$ cat src/rtl/vga_timing_pkg.sv
// Shared VGA timing defaults, count width and lock-state encoding for the
// sync-to-count receiver.
package vga_timing_pkg;

  localparam int c_DEF_VISIBLE_COLUMNS = 640;
  localparam int c_DEF_VISIBLE_ROWS    = 480;
  localparam int c_DEF_TOTAL_COLUMNS   = 800;
  localparam int c_DEF_TOTAL_ROWS      = 525;
  localparam int c_COUNT_W             = 10;

  typedef enum logic [1:0] {
    UNLOCKED = 2'd0,
    ACQUIRE  = 2'd1,
    LOCKED   = 2'd2
  } lock_state_e;

  function automatic logic [c_COUNT_W-1:0] wrap_inc(input logic [c_COUNT_W-1:0] v,
                                                    input logic [c_COUNT_W-1:0] last);
    return (v == last) ? '0 : v + 10'd1;
  endfunction

endpackage

$ cat src/rtl/vga_sync_to_count_edge_detect.sv
// Registers the incoming syncs (these registers are also the delayed sync
// outputs) and produces same-cycle rise strobes against the previous value.
module vga_sync_edge_detect (
  input  logic i_Clk,
  input  logic i_Reset,
  input  logic i_HSync,
  input  logic i_VSync,
  output logic o_HSync,
  output logic o_VSync,
  output logic o_HRise,
  output logic o_VRise
);

  logic hsync_q, hsync_d;
  logic vsync_q, vsync_d;

  always_comb begin
    hsync_d = i_HSync;
    vsync_d = i_VSync;
  end

  always_ff @(posedge i_Clk or posedge i_Reset) begin
    if (i_Reset) begin
      hsync_q <= 1'b0;
      vsync_q <= 1'b0;
    end else begin
      hsync_q <= hsync_d;
      vsync_q <= vsync_d;
    end
  end

  assign o_HSync = hsync_q;
  assign o_VSync = vsync_q;
  assign o_HRise = i_HSync & ~hsync_q;
  assign o_VRise = i_VSync & ~vsync_q;

endmodule

$ cat src/rtl/vga_sync_to_count.sv
// Regenerates column/row counts from incoming visible-window syncs, checks
// the sync timing against the programmed geometry and tracks lock.
//
// state    | meaning
// UNLOCKED | counts held at 0, errors ignored, waiting for first VSync rise
// ACQUIRE  | counting and checking; need c_LOCK_FRAMES clean frame starts
// LOCKED   | counts trusted; any timing error falls back to ACQUIRE
module vga_sync_to_count
  import vga_timing_pkg::*;
#(
  parameter int c_VISIBLE_COLUMNS = c_DEF_VISIBLE_COLUMNS,
  parameter int c_VISIBLE_ROWS    = c_DEF_VISIBLE_ROWS,
  parameter int c_TOTAL_COLUMNS   = c_DEF_TOTAL_COLUMNS,
  parameter int c_TOTAL_ROWS      = c_DEF_TOTAL_ROWS,
  parameter int c_LOCK_FRAMES     = 2
) (
  input  logic                 i_Clk,
  input  logic                 i_Reset,
  input  logic                 i_HSync,
  input  logic                 i_VSync,
  output logic                 o_HSync,
  output logic                 o_VSync,
  output logic [c_COUNT_W-1:0] o_ColCount,
  output logic [c_COUNT_W-1:0] o_RowCount,
  output logic                 o_FrameStart,
  output logic                 o_Locked,
  output logic                 o_SyncError,
  output logic [7:0]           o_ErrorCount
);

  localparam logic [c_COUNT_W-1:0] c_COL_LAST = c_COUNT_W'(c_TOTAL_COLUMNS - 1);
  localparam logic [c_COUNT_W-1:0] c_ROW_LAST = c_COUNT_W'(c_TOTAL_ROWS - 1);
  localparam logic [3:0]           c_LOCK_N   = 4'(c_LOCK_FRAMES);

  // Visible windows must sit inside the line/frame and counts must fit 10 bits.
  generate
    if (c_VISIBLE_COLUMNS < 1 || c_VISIBLE_COLUMNS >= c_TOTAL_COLUMNS ||
        c_VISIBLE_ROWS < 1 || c_VISIBLE_ROWS >= c_TOTAL_ROWS ||
        c_TOTAL_COLUMNS > 1024 || c_TOTAL_ROWS > 1024 ||
        c_LOCK_FRAMES < 1 || c_LOCK_FRAMES > 15) begin : g_bad_params
      $error("vga_sync_to_count: illegal timing parameters");
    end
  endgenerate

  lock_state_e state_q, state_d;

  logic [c_COUNT_W-1:0] col_q, col_d;
  logic [c_COUNT_W-1:0] row_q, row_d;
  logic                 frame_start_q, frame_start_d;
  logic                 sync_err_q, sync_err_d;
  logic [7:0]           err_cnt_q, err_cnt_d;
  logic [3:0]           good_q, good_d;

  logic h_rise, v_rise;
  logic at_eol, at_eof, err;

  vga_sync_edge_detect u_edge (
    .i_Clk   (i_Clk),
    .i_Reset (i_Reset),
    .i_HSync (i_HSync),
    .i_VSync (i_VSync),
    .o_HSync (o_HSync),
    .o_VSync (o_VSync),
    .o_HRise (h_rise),
    .o_VRise (v_rise)
  );

  // An HSync rise is expected exactly at end of line, a VSync rise exactly at
  // end of frame; any disagreement in a cycle is a single error.
  always_comb begin
    at_eol = (col_q == c_COL_LAST);
    at_eof = at_eol && (row_q == c_ROW_LAST);
    err    = (state_q != UNLOCKED) &&
             ((h_rise != at_eol) || (v_rise != at_eof));
  end

  always_ff @(posedge i_Clk or posedge i_Reset) begin
    if (i_Reset) state_q <= UNLOCKED;
    else         state_q <= state_d;
  end

  always_comb begin
    state_d = state_q;
    good_d  = good_q;
    unique case (state_q)
      UNLOCKED: begin
        if (v_rise) begin
          state_d = ACQUIRE;
          good_d  = '0;
        end
      end
      ACQUIRE: begin
        if (err) begin
          good_d = '0;
        end else if (v_rise) begin
          good_d = good_q + 4'd1;
          if (good_d == c_LOCK_N) state_d = LOCKED;
        end
      end
      LOCKED: begin
        if (err) begin
          state_d = ACQUIRE;
          good_d  = '0;
        end
      end
      default: begin
        state_d = UNLOCKED;
        good_d  = '0;
      end
    endcase
  end

  always_comb begin
    o_Locked = (state_q == LOCKED);
  end

  // Rises realign the counters even when they flag an error.
  always_comb begin
    col_d = col_q + 10'd1;
    row_d = row_q;
    if (state_q == UNLOCKED) begin
      col_d = '0;
      row_d = '0;
    end else if (v_rise) begin
      col_d = '0;
      row_d = '0;
    end else if (h_rise || at_eol) begin
      col_d = '0;
      row_d = wrap_inc(row_q, c_ROW_LAST);
    end
    frame_start_d = v_rise;
    sync_err_d    = err;
    err_cnt_d     = (err && err_cnt_q != 8'hFF) ? err_cnt_q + 8'd1 : err_cnt_q;
  end

  always_ff @(posedge i_Clk or posedge i_Reset) begin
    if (i_Reset) begin
      col_q         <= '0;
      row_q         <= '0;
      frame_start_q <= 1'b0;
      sync_err_q    <= 1'b0;
      err_cnt_q     <= '0;
      good_q        <= '0;
    end else begin
      col_q         <= col_d;
      row_q         <= row_d;
      frame_start_q <= frame_start_d;
      sync_err_q    <= sync_err_d;
      err_cnt_q     <= err_cnt_d;
      good_q        <= good_d;
    end
  end

  assign o_ColCount   = col_q;
  assign o_RowCount   = row_q;
  assign o_FrameStart = frame_start_q;
  assign o_SyncError  = sync_err_q;
  assign o_ErrorCount = err_cnt_q;

endmodule

$ cat config.mk
export PLATFORM = sky130hd
export DESIGN_NAME = vga_sync_to_count
export DESIGN_NICKNAME = d
export VERILOG_FILES = /design/src/rtl/vga_timing_pkg.sv /design/src/rtl/vga_sync_to_count_edge_detect.sv /design/src/rtl/vga_sync_to_count.sv
export SDC_FILE = /design/constraint.sdc
export NUM_CORES = 1
export LEC_CHECK = 0
export CAP_MARGIN = 5
export CELL_PAD_IN_SITES_DETAIL_PLACEMENT = 2
export CELL_PAD_IN_SITES_GLOBAL_PLACEMENT = 2
export CORE_ASPECT_RATIO = 0.7
export CORE_MARGIN = 5
export CORE_UTILIZATION = 32
export CTS_CLUSTER_SIZE = 25
export DETAILED_ROUTE_END_ITERATION = 7
export PLACE_DENSITY = 0.85
export SLEW_MARGIN = 20
export SYNTH_ARGS = -nofsm -noshare
export SYNTH_HDL_FRONTEND = slang
export SYNTH_SLANG_ARGS = --single-unit
$ cat constraint.sdc
create_clock -name i_Clk -period 4.4 [get_ports i_Clk]
set_clock_uncertainty 0.15 [all_clocks]
set_input_delay 0.44 -clock i_Clk [delete_from_list [all_inputs] [get_ports i_Clk]]
set_output_delay 0.44 -clock i_Clk [all_outputs]
set_load 0.01 [all_outputs]
==> flow_summary.yaml, run 1 <==
status:
  status: "complete, no violations"
detailed_routing:
  ant_nets: 0
  wl_met1_um: 2580
  drc: 0
  drt_pass1_iterations: 4
  wire_per_inst_um: 17.4
  via_per_inst: 5.18
  drt_iter0_drc: 27
  wl_met2_um: 2560
  met3_length_um: 265
  top_layer_used: "met4"
  dr_total_vias: 1627
  routed_wl_um: 5460
yosys:
  syn-cell-area_mm2: 0.00193
  avgSynthCellArea_um2: 9.88
  ys_ff_latch: 38
  yosys.cell_types.count: 39
  synth_edf_count: 0
  ys_warn_count: 0
  synth_cells: 195
  ys_seq_area_share_pct: 49.4
  synthArstFlopShare_pct: 100
  synth_fp_nets: 206
  synth_ff_type: "dfrtp_1"
timing:
  post-route-period-util_pct: 79.9
  finalCriticalPeriod_ns: 3.52
  hold_viol_final: 0
  max_freq_ghz: 0.284
  final_max_slew_viol_count: 0
  rsz0062_at_grt: "no"
  tightest_slew_ns: 0.560
  setup_viol: 0
  setup_tns_ns: 0
  slew_headroom_pct: 62.6
job:
  maxCapViolations: 0
cts:
  cts_resized: 0
  cts_sinks: 38
  clk_pin_slew_ns: 0.08
  cts_tree: "built"
  cts_made_buffers: 5
  hold_buffers: 0
  ctsLongestPathBuffers: 2
  post_cts_buffers: 0
  cts_max_level: 2
  clock_latency_ns: 0.30
  root_buffer: "clkbuf_8"
global_routing:
  grt_pass1_vias: 1815
  grt_use_total_pct: 15.8
  antenna_found_initial: 0
  grt_max_degree: 39
  grt_first_pass_wirelength_um: 9320
  globalRouteOverflowTotal: 0
placement:
  gp_congestion: 0.743
  dp.cells: 306
  dpl.hpwl_um: 4000
  port_buffers: 36
pwr:
  p_per_area_mw_per_mm2: 395
  ir_worst_vdd_mv: 0.210
  clkPwrFrac_pct: 30.8
  power_frac_comb_pct: 23.1
  swShare_pct: 30.7
  power_switching_mw: 0.302
  internal-power_mw: 0.682
  power.total_mw: 0.984
  power_frac_seq_pct: 46.1
  leakagePower_nw: 1.05
layout:
  syn_to_final_growth_pct: 29.4
  fin_util_pct: 43.1
  multi_input_area_um2: 946
  drive_gt1_share_pct: 8.79
  regArea_um2: 951
  diodes: 0
  fin_nets: 249
  fillers: 640
  final_cells: 314
floorplan:
  start_util_pct: 33.3
  core_mm2: 0.00578
  dieArea_mm2: 0.00770
  die_h_um: 74.9
  die_x_um: 103
  ios: 37
  placementRows: 23
setup_path:
  critPathKind: "flop to flop"
  crit_fanout: 5
  r2r_slack_ns: 0.88
  crit_arrival_ns: 3.55
  crit_required_ns: 4.44
  start_kind: "flop"
  critPathCaptureType: "flop"
hold_path:
  min_path_type: "flop to flop"
[final timing paths]
check,start,to,cells past startpoint
hold / removal,o_ErrorCount[0],o_ErrorCount[0],1
setup / recovery,o_ColCount[0],o_ErrorCount[6],9
min in group asynchronous,i_Reset,o_ErrorCount[7],3
max in group asynchronous,i_Reset,o_ColCount[9],3
setup reg to reg,o_ColCount[0],o_ErrorCount[6],9
hold reg to reg,o_ErrorCount[0],o_ErrorCount[0],1
[layout by cell type, fill, tap and decap left out, types with 2 or more instances in the layout]
master,n
nand2b_1,5
nand3_1,9
nand3b_1,2
and2_1,3
o21a_1,2
a21oi_1,3
nand4_2,2
a31oi_1,2
nor2b_1,2
o21ai_0,16
or4_4,2
nor2_1,18
clkinv_2,2
ha_1,7
clkbuf_8,5
xnor2_1,10
nor4_1,2
clkdlybuf4s50_1,36
or2_2,2
dfrtp_1,38
nand4_1,4
nor3_1,4
inv_1,7
nand2_1,24
a21o_1,2
o2bb2ai_1,3
and3_1,6
xor2_1,6
[power groups by stage]
stage          Combinational, mW  Clock (mW)  Sequential, mW
5_1_grt                    0.250       0.326           0.461
3_5_place_dp               0.228           0           0.459
3_3_place_gp               0.215           0           0.453
2_1_floorplan             0.0864           0           0.465
4_1_cts                    0.234       0.308           0.453
6_report                   0.228       0.303           0.453
[state kept, by name, summed over array words and instances, names as in the netlist]
signal / cells
state_q: 2
o_FrameStart: 1
o_RowCount: 10
good_q: 4
u_edge.o_HSync: 1
u_edge.o_VSync: 1
o_ErrorCount: 8
o_SyncError: 1
o_ColCount: 10
[routing by layer]
| layer | track usage [%] | vias up |
|---|---|---|
| li1 | - | 768 |
| met1 | 19.9 | 822 |
| met2 | 26.9 | 29 |
| met3 | 4.91 | 8 |
| met4 | 3.45 | 0 |
| met5 | 0 | - |
[area by class of cell]
cell class | count | area share, %
Inverter | 7 | 1.05
Multi-Input combinational cell | 149 | 37.9
Tap cell | 75 | 3.76
Timing Repair Buffer | 37 | 14.8
Clock inverter | 3 | 1.61
Sequential cell | 38 | 38.1
Clock buffer | 5 | 2.76
[cells in the mapped netlist (3+ instances only)]
cell | instances | area [um^2]
inv_1 | 7 | 26.3
nor3_1 | 4 | 20.0
o2bb2ai_1 | 3 | 26.3
xor2_1 | 6 | 52.6
ha_1 | 7 | 87.6
nand2b_1 | 5 | 31.3
nand3_1 | 9 | 45.0
nor2_1 | 18 | 67.6
xnor2_1 | 10 | 87.6
a21oi_1 | 3 | 15.0
and3_1 | 6 | 37.5
nand4_1 | 4 | 25.0
and2_1 | 3 | 18.8
nand2_1 | 24 | 90.1
dfrtp_1 | 38 | 951
o21ai_0 | 16 | 80.1
[kinds of logic (layout without fill, tap and decap cells)]
family / count (synthesis) / count (layout) / share of synthesized area (%)
AOI/OAI and AO/OA: 32 / 32 / 10.1
xor gates and xnor gates: 16 / 16 / 7.27
adders and majority gates: 8 / 8 / 5.06
buffers and inverters: 8 / 52 / 1.56
DFF: 38 / 38 / 49.4
muxes: 2 / 2 / 1.36
and+or+nand+nor: 91 / 91 / 25.3
[worst max-delay path, cell delays in order (launching register included)]
cell and delay [ns]:
dfrtp_1 0.43, ha_1 0.27, nand4_2 0.16, or4_2 0.73
ha_1 0.40, nor2_1 0.07, o21a_1 0.13, or2_4 0.28
or4_4 0.48, mux2_4 0.30
[metrics by stage]
stage	cell area (um^2)	setup WS (ns)	hold WS [ns]
2_1_floorplan	1930	1.12	0.321
3_3_place_gp	2380	1.09	0.336
3_5_place_dp	2380	0.938	0.355
4_1_cts	2490	0.873	0.383
5_1_grt	2490	0.748	0.410
6_report	2490	0.885	0.379
Note: power is estimated with default switching activity, not from simulation.
==> inputs of run 2 (changes only) <==
--- a/config.mk
+++ b/config.mk
@@ -10,10 +10,10 @@
 export CELL_PAD_IN_SITES_GLOBAL_PLACEMENT = 2
 export CORE_ASPECT_RATIO = 0.7
 export CORE_MARGIN = 5
-export CORE_UTILIZATION = 32
+export CORE_UTILIZATION = 29
 export CTS_CLUSTER_SIZE = 25
 export DETAILED_ROUTE_END_ITERATION = 7
-export PLACE_DENSITY = 0.85
+export PLACE_DENSITY = 0.82
 export SLEW_MARGIN = 20
 export SYNTH_ARGS = -nofsm -noshare
 export SYNTH_HDL_FRONTEND = slang
==> constraint.sdc (replaced) <==
create_clock -name i_Clk -period 3 [get_ports i_Clk]
set_clock_uncertainty 0.15 [all_clocks]
set_input_delay 0.3 -clock i_Clk [delete_from_list [all_inputs] [get_ports i_Clk]]
set_output_delay 0.3 -clock i_Clk [all_outputs]
set_load 0.01 [all_outputs]
==> run 2 against run 1 <==
The run now ends with setup timing left. Final cell count rose by 8.6%. Global-route usage fell by 0.98 points. Register-to-register slack got worse by 0.89 ns. Utilization fell by 1.3 points. Sequential cell count did not move. Via count rose by 3.6%. Die area rose by 9.1%.
==> flow_summary.yaml, run 2 (synthesis results as in run 1) <==
detailed_routing:
  dr_total_vias: 1685
  wire_per_inst_um: 17.2
  routed_wl_um: 5870
  via_per_inst: 4.94
  drc: 0
  drt_iter0_drc: 28
  ant_nets: 0
  drt_pass1_iterations: 4
cts:
  cts_sinks: 38
  cts_max_level: 2
  clock_latency_ns: 0.29
  cts_made_buffers: 5
  root_buffer: "clkbuf_8"
  clk_pin_slew_ns: 0.08
  ctsLongestPathBuffers: 2
  cts_tree: "built"
placement:
  port_buffers: 36
  place_area_mm2: 0.00249
  dpl.hpwl_um: 4020
  pre_cts_ws_ns: 0.00605
  gp_congestion: 0.738
global_routing:
  grt_first_pass_wirelength_um: 9850
  globalRouteOverflowTotal: 0
  antenna_found_initial: 0
  grt_pass1_vias: 1884
  grt_max_degree: 39
  grt_use_total_pct: 14.8
status:
  violations: "setup timing"
  status: "finished with violations"
setup_path:
  cp_top_family: "simple AND/OR/NAND/NOR gates"
  crit_required_ns: 3.03
  slowest_delay_ns: 0.55
  r2r_slack_ns: -0.001
  crit_fanout: 5
  cp_num_buf_inv: 0
  r2r_end: "o_ErrorCount[6]"
  critPathKind: "flop to flop"
  crit_arrival_ns: 3.03
  start_kind: "flop"
  crit_cells: 8
  setup.worst_path.end: "o_ErrorCount[6]"
  reg2reg_from: "o_ColCount[6]"
  slowest_stage: "or4_4"
  ff2ff_path_depth: 8
  path_cells: "or2_4, or4_4, ha_4, nor2_2, o21a_1, or2_4, or4_4, mux2_4"
  critPathCaptureType: "flop"
  crit_start: "o_ColCount[6]"
job:
  maxCapViolations: 0
floorplan:
  placementRows: 24
  core_mm2: 0.00634
  die_x_um: 107
  start_util_pct: 30.4
  dieArea_mm2: 0.00840
  die_h_um: 78.2
  ios: 37
pwr:
  leakagePower_nw: 1.12
  p_per_area_mw_per_mm2: 556
  ir_worst_vdd_mv: 0.269
timing:
  setup_ws_ns: -0.00117
  tightest_slew_ns: 0.577
  hold_ws_ns: 0.286
  setup_viol: 1
  hold_viol_final: 0
  rsz0062_at_grt: "yes"
  slew_headroom_pct: 61.5
  final_max_slew_viol_count: 0
  finalCriticalPeriod_ns: 3.00
  post-route-period-util_pct: 100
  max_freq_ghz: 0.333
layout:
  fin_nets: 261
  fillers: 696
  syn_to_final_growth_pct: 37.5
  design_area_mm2: 0.00265
  drive_gt1_share_pct: 14.0
  multi_input_area_um2: 987
  diodes: 0
  final_common_cell: "dfrtp_1"
  regArea_um2: 951
  final_cell_mix: "dfrtp_1 (38), clkdlybuf4s50_1 (36), nand2_1 (24)"
hold_path:
  min_path_type: "input pin to async pin"
## run 2: cell count changes in the layout (fill, tap and decap cells not counted), moves of 2 or more
cell	before	now
buf_4	1	13
clkinv_2	2	0
ha_1	7	5
ha_4	0	2
## run 2: routing by layer
metal  share of wire [%]  vias up  global-route usage, %
li1                    -      791                      -
met1                  48      858                   19.6
met2                  48       29                   23.9
met3                 3.1        7                   3.44
met4                 1.5        0                   5.04
met5                   0        -                      0
## run 2: how the worst min path moves through the flow
stage                     from              end  slack, ns  cells past startpoint
3_3_place_gp   o_ErrorCount[0]  o_ErrorCount[0]       0.36                      1
3_5_place_dp   o_ErrorCount[0]  o_ErrorCount[0]       0.37                      1
2_1_floorplan          i_HSync   u_edge.o_HSync       0.18                      0
4_1_cts                i_Reset      o_SyncError       0.31                      3
5_1_grt                i_VSync   u_edge.o_VSync       0.34                      1
6_report               i_Reset        good_q[2]       0.29                      3
## run 2: repair_timing
action,in CTS,in global routing
endpoints found under the setup margin,1,3
pin swaps,1,1
resized for setup,1,2
hold buffers,0,0
setup buffers,3,0
## run 2: tightest hold or removal path: cells and delay by family
family / cells / cell delay, ns
buffers and inverters: 3 / 0.87
## run 2: per-stage QoR
stage | power [mW] | instances | setup TNS [ns] | utilization, %
floorplan | 0.810 | 195 | 0 | -
global placement | 0.995 | 331 | 0 | 39.3
detailed placement | 1.01 | 331 | 0 | 39.3
CTS | 1.49 | 341 | 0 | 41.6
global route | 1.55 | 341 | -0.141 | 41.8
finish | 1.47 | 341 | -0.00117 | 41.8
## run 2: power by group
part | switching (mW) | internal (mW) | leakage, nW | total, mW
Combinational | 0.157 | 0.199 | 0.563 | 0.356
Clock | 0.188 | 0.266 | 0.0573 | 0.455
Sequential | 0.0883 | 0.574 | 0.499 | 0.663
## run 2: final cells by class
type / instances / area share (%)
multi-input combinational: 149 / 37.3
sequential: 38 / 35.9
timing repair buffer: 49 / 17.3
tap: 91 / 4.30
clock buffer: 6 / 3.12
clock inverter: 1 / 1.13
inverter: 7 / 0.992
==> inputs of run 3 (changes only) <==
--- a/config.mk
+++ b/config.mk
@@ -6,14 +6,12 @@
 export NUM_CORES = 1
 export LEC_CHECK = 0
 export CAP_MARGIN = 5
-export CELL_PAD_IN_SITES_DETAIL_PLACEMENT = 2
-export CELL_PAD_IN_SITES_GLOBAL_PLACEMENT = 2
 export CORE_ASPECT_RATIO = 0.7
 export CORE_MARGIN = 5
-export CORE_UTILIZATION = 29
+export CORE_UTILIZATION = 46
 export CTS_CLUSTER_SIZE = 25
 export DETAILED_ROUTE_END_ITERATION = 7
-export PLACE_DENSITY = 0.82
+export PLACE_DENSITY = 0.81
 export SLEW_MARGIN = 20
 export SYNTH_ARGS = -nofsm -noshare
 export SYNTH_HDL_FRONTEND = slang
==> run 3 against run 2 <==
The flow now finishes without violations. Design area down 4.6%. Setup slack better by 0.043 ns. First-iteration DRC count grew to 3.4 times the previous value. Final cell count fell by 13%. Non-clock buffer count is 5 lower. Largest cell class unchanged.
==> flow_summary.yaml, run 3 (synthesis results as in run 1) <==
layout:
  final_common_cell: "dfrtp_1"
  regArea_um2: 951
  fillers: 336
  diodes: 0
  drive_gt1_share_pct: 11.4
  fin_nets: 256
  multi_input_area_um2: 987
  syn_to_final_growth_pct: 31.1
  fin_util_pct: 63.3
  final_cell_mix: "dfrtp_1 (38), clkdlybuf4s50_1 (36), nand2_1 (24)"
status:
  status: "complete, no violations"
placement:
  dpl.hpwl_um: 3000
  gp_congestion: 0.781
  port_buffers: 36
  pre_cts_ws_ns: 0.0370
detailed_routing:
  ant_nets: 0
  wl_met2_um: 1690
  top_layer_used: "met4"
  drc: 0
  drt_iter0_drc: 95
  dr_total_vias: 1579
  wl_met1_um: 2080
  routed_wl_um: 4140
  wire_per_inst_um: 14.0
  via_per_inst: 5.32
  met3_length_um: 306
  drt_pass1_iterations: 4
floorplan:
  start_util_pct: 48.2
  core_mm2: 0.00399
  die_h_um: 64.2
  placementRows: 19
  dieArea_mm2: 0.00560
  die_x_um: 87.4
  ios: 37
global_routing:
  antenna_found_initial: 0
  grt_max_degree: 39
  grt_pass1_vias: 1547
  globalRouteOverflowTotal: 0
  grt_first_pass_wirelength_um: 7300
  grt_use_total_pct: 17.0
timing:
  rsz0062_at_grt: "yes"
  final_max_slew_viol_count: 0
  slew_headroom_pct: 62.5
  post-route-period-util_pct: 98.6
  finalCriticalPeriod_ns: 2.96
  tightest_slew_ns: 0.558
  max_freq_ghz: 0.338
  setup_viol: 0
  hold_viol_final: 0
  setup_ws_ns: 0.0423
cts:
  cts_tree: "built"
  clk_pin_slew_ns: 0.07
  clock_latency_ns: 0.29
  ctsLongestPathBuffers: 2
  cts_max_level: 2
  post_cts_buffers: 0
  cts_sinks: 38
  cts_resized: 0
  cts_made_buffers: 5
  hold_buffers: 0
  root_buffer: "clkbuf_8"
hold_path:
  min_path_type: "input pin to async pin"
job:
  maxCapViolations: 0
setup_path:
  critPathCaptureType: "flop"
  crit_required_ns: 3.03
  crit_fanout: 5
  start_kind: "flop"
  critPathKind: "flop to flop"
  crit_arrival_ns: 2.99
pwr:
  leakagePower_nw: 1.07
  ir_worst_vdd_mv: 0.501
  p_per_area_mw_per_mm2: 521
==> run 3: worst paths after layout <==
path	startpoint	to	slack, ns	depth (start not counted)
min in group i_Clk	i_VSync	u_edge.o_VSync	0.32	1
min	i_Reset	o_FrameStart	0.26	3
max	o_ColCount[6]	o_ErrorCount[6]	0.04	8
min reg2reg	o_ErrorCount[0]	o_ErrorCount[0]	0.38	1
max reg2reg	o_ColCount[6]	o_ErrorCount[6]	0.04	8
max in group asynchronous	i_Reset	o_ColCount[3]	2.09	3
==> run 3: routing by layer <==
layer / track usage [%] / up-vias
met4: 5.75 / 0
li1: - / 780
met1: 24.1 / 758
met5: 0 / -
met2: 22.7 / 36
met3: 7.70 / 5
==> run 3: area by class of cell <==
type                            count  area share [%]
Tap cell                           52            2.58
Sequential cell                    38            37.6
Timing Repair Buffer               44            16.6
Inverter                            7            1.04
Clock buffer                        7            3.02
Multi-Input combinational cell    149            39.1
==> run 3: metrics by stage <==
step / hold WS [ns] / std cells / instance area [um^2] / setup TNS (ns) / total power, mW
6_report: 0.264 / 297 / 2530 / 0 / 1.32
2_1_floorplan: 0.181 / 195 / 1950 / 0 / 0.810
4_1_cts: 0.283 / 297 / 2500 / 0 / 1.32
5_1_grt: 0.305 / 297 / 2530 / -0.0416 / 1.41
3_3_place_gp: 0.353 / 290 / 2430 / 0 / 0.983
3_5_place_dp: 0.365 / 290 / 2430 / 0 / 0.989
==> run 3: where the power goes <==
part | switching (mW) | internal (mW)
clock | 0.171 | 0.160
combinational | 0.139 | 0.189
sequential | 0.0814 | 0.575
total | 0.392 | 0.924
==> run 3: worst max-delay path: stages (launching register included) <==
cell and delay, ns:
dfrtp_1 0.38, or2_4 0.25, or4_4 0.55, ha_4 0.30, nor2_2 0.04, o21a_1 0.12, or2_4 0.28, or4_4 0.48
mux2_4 0.30
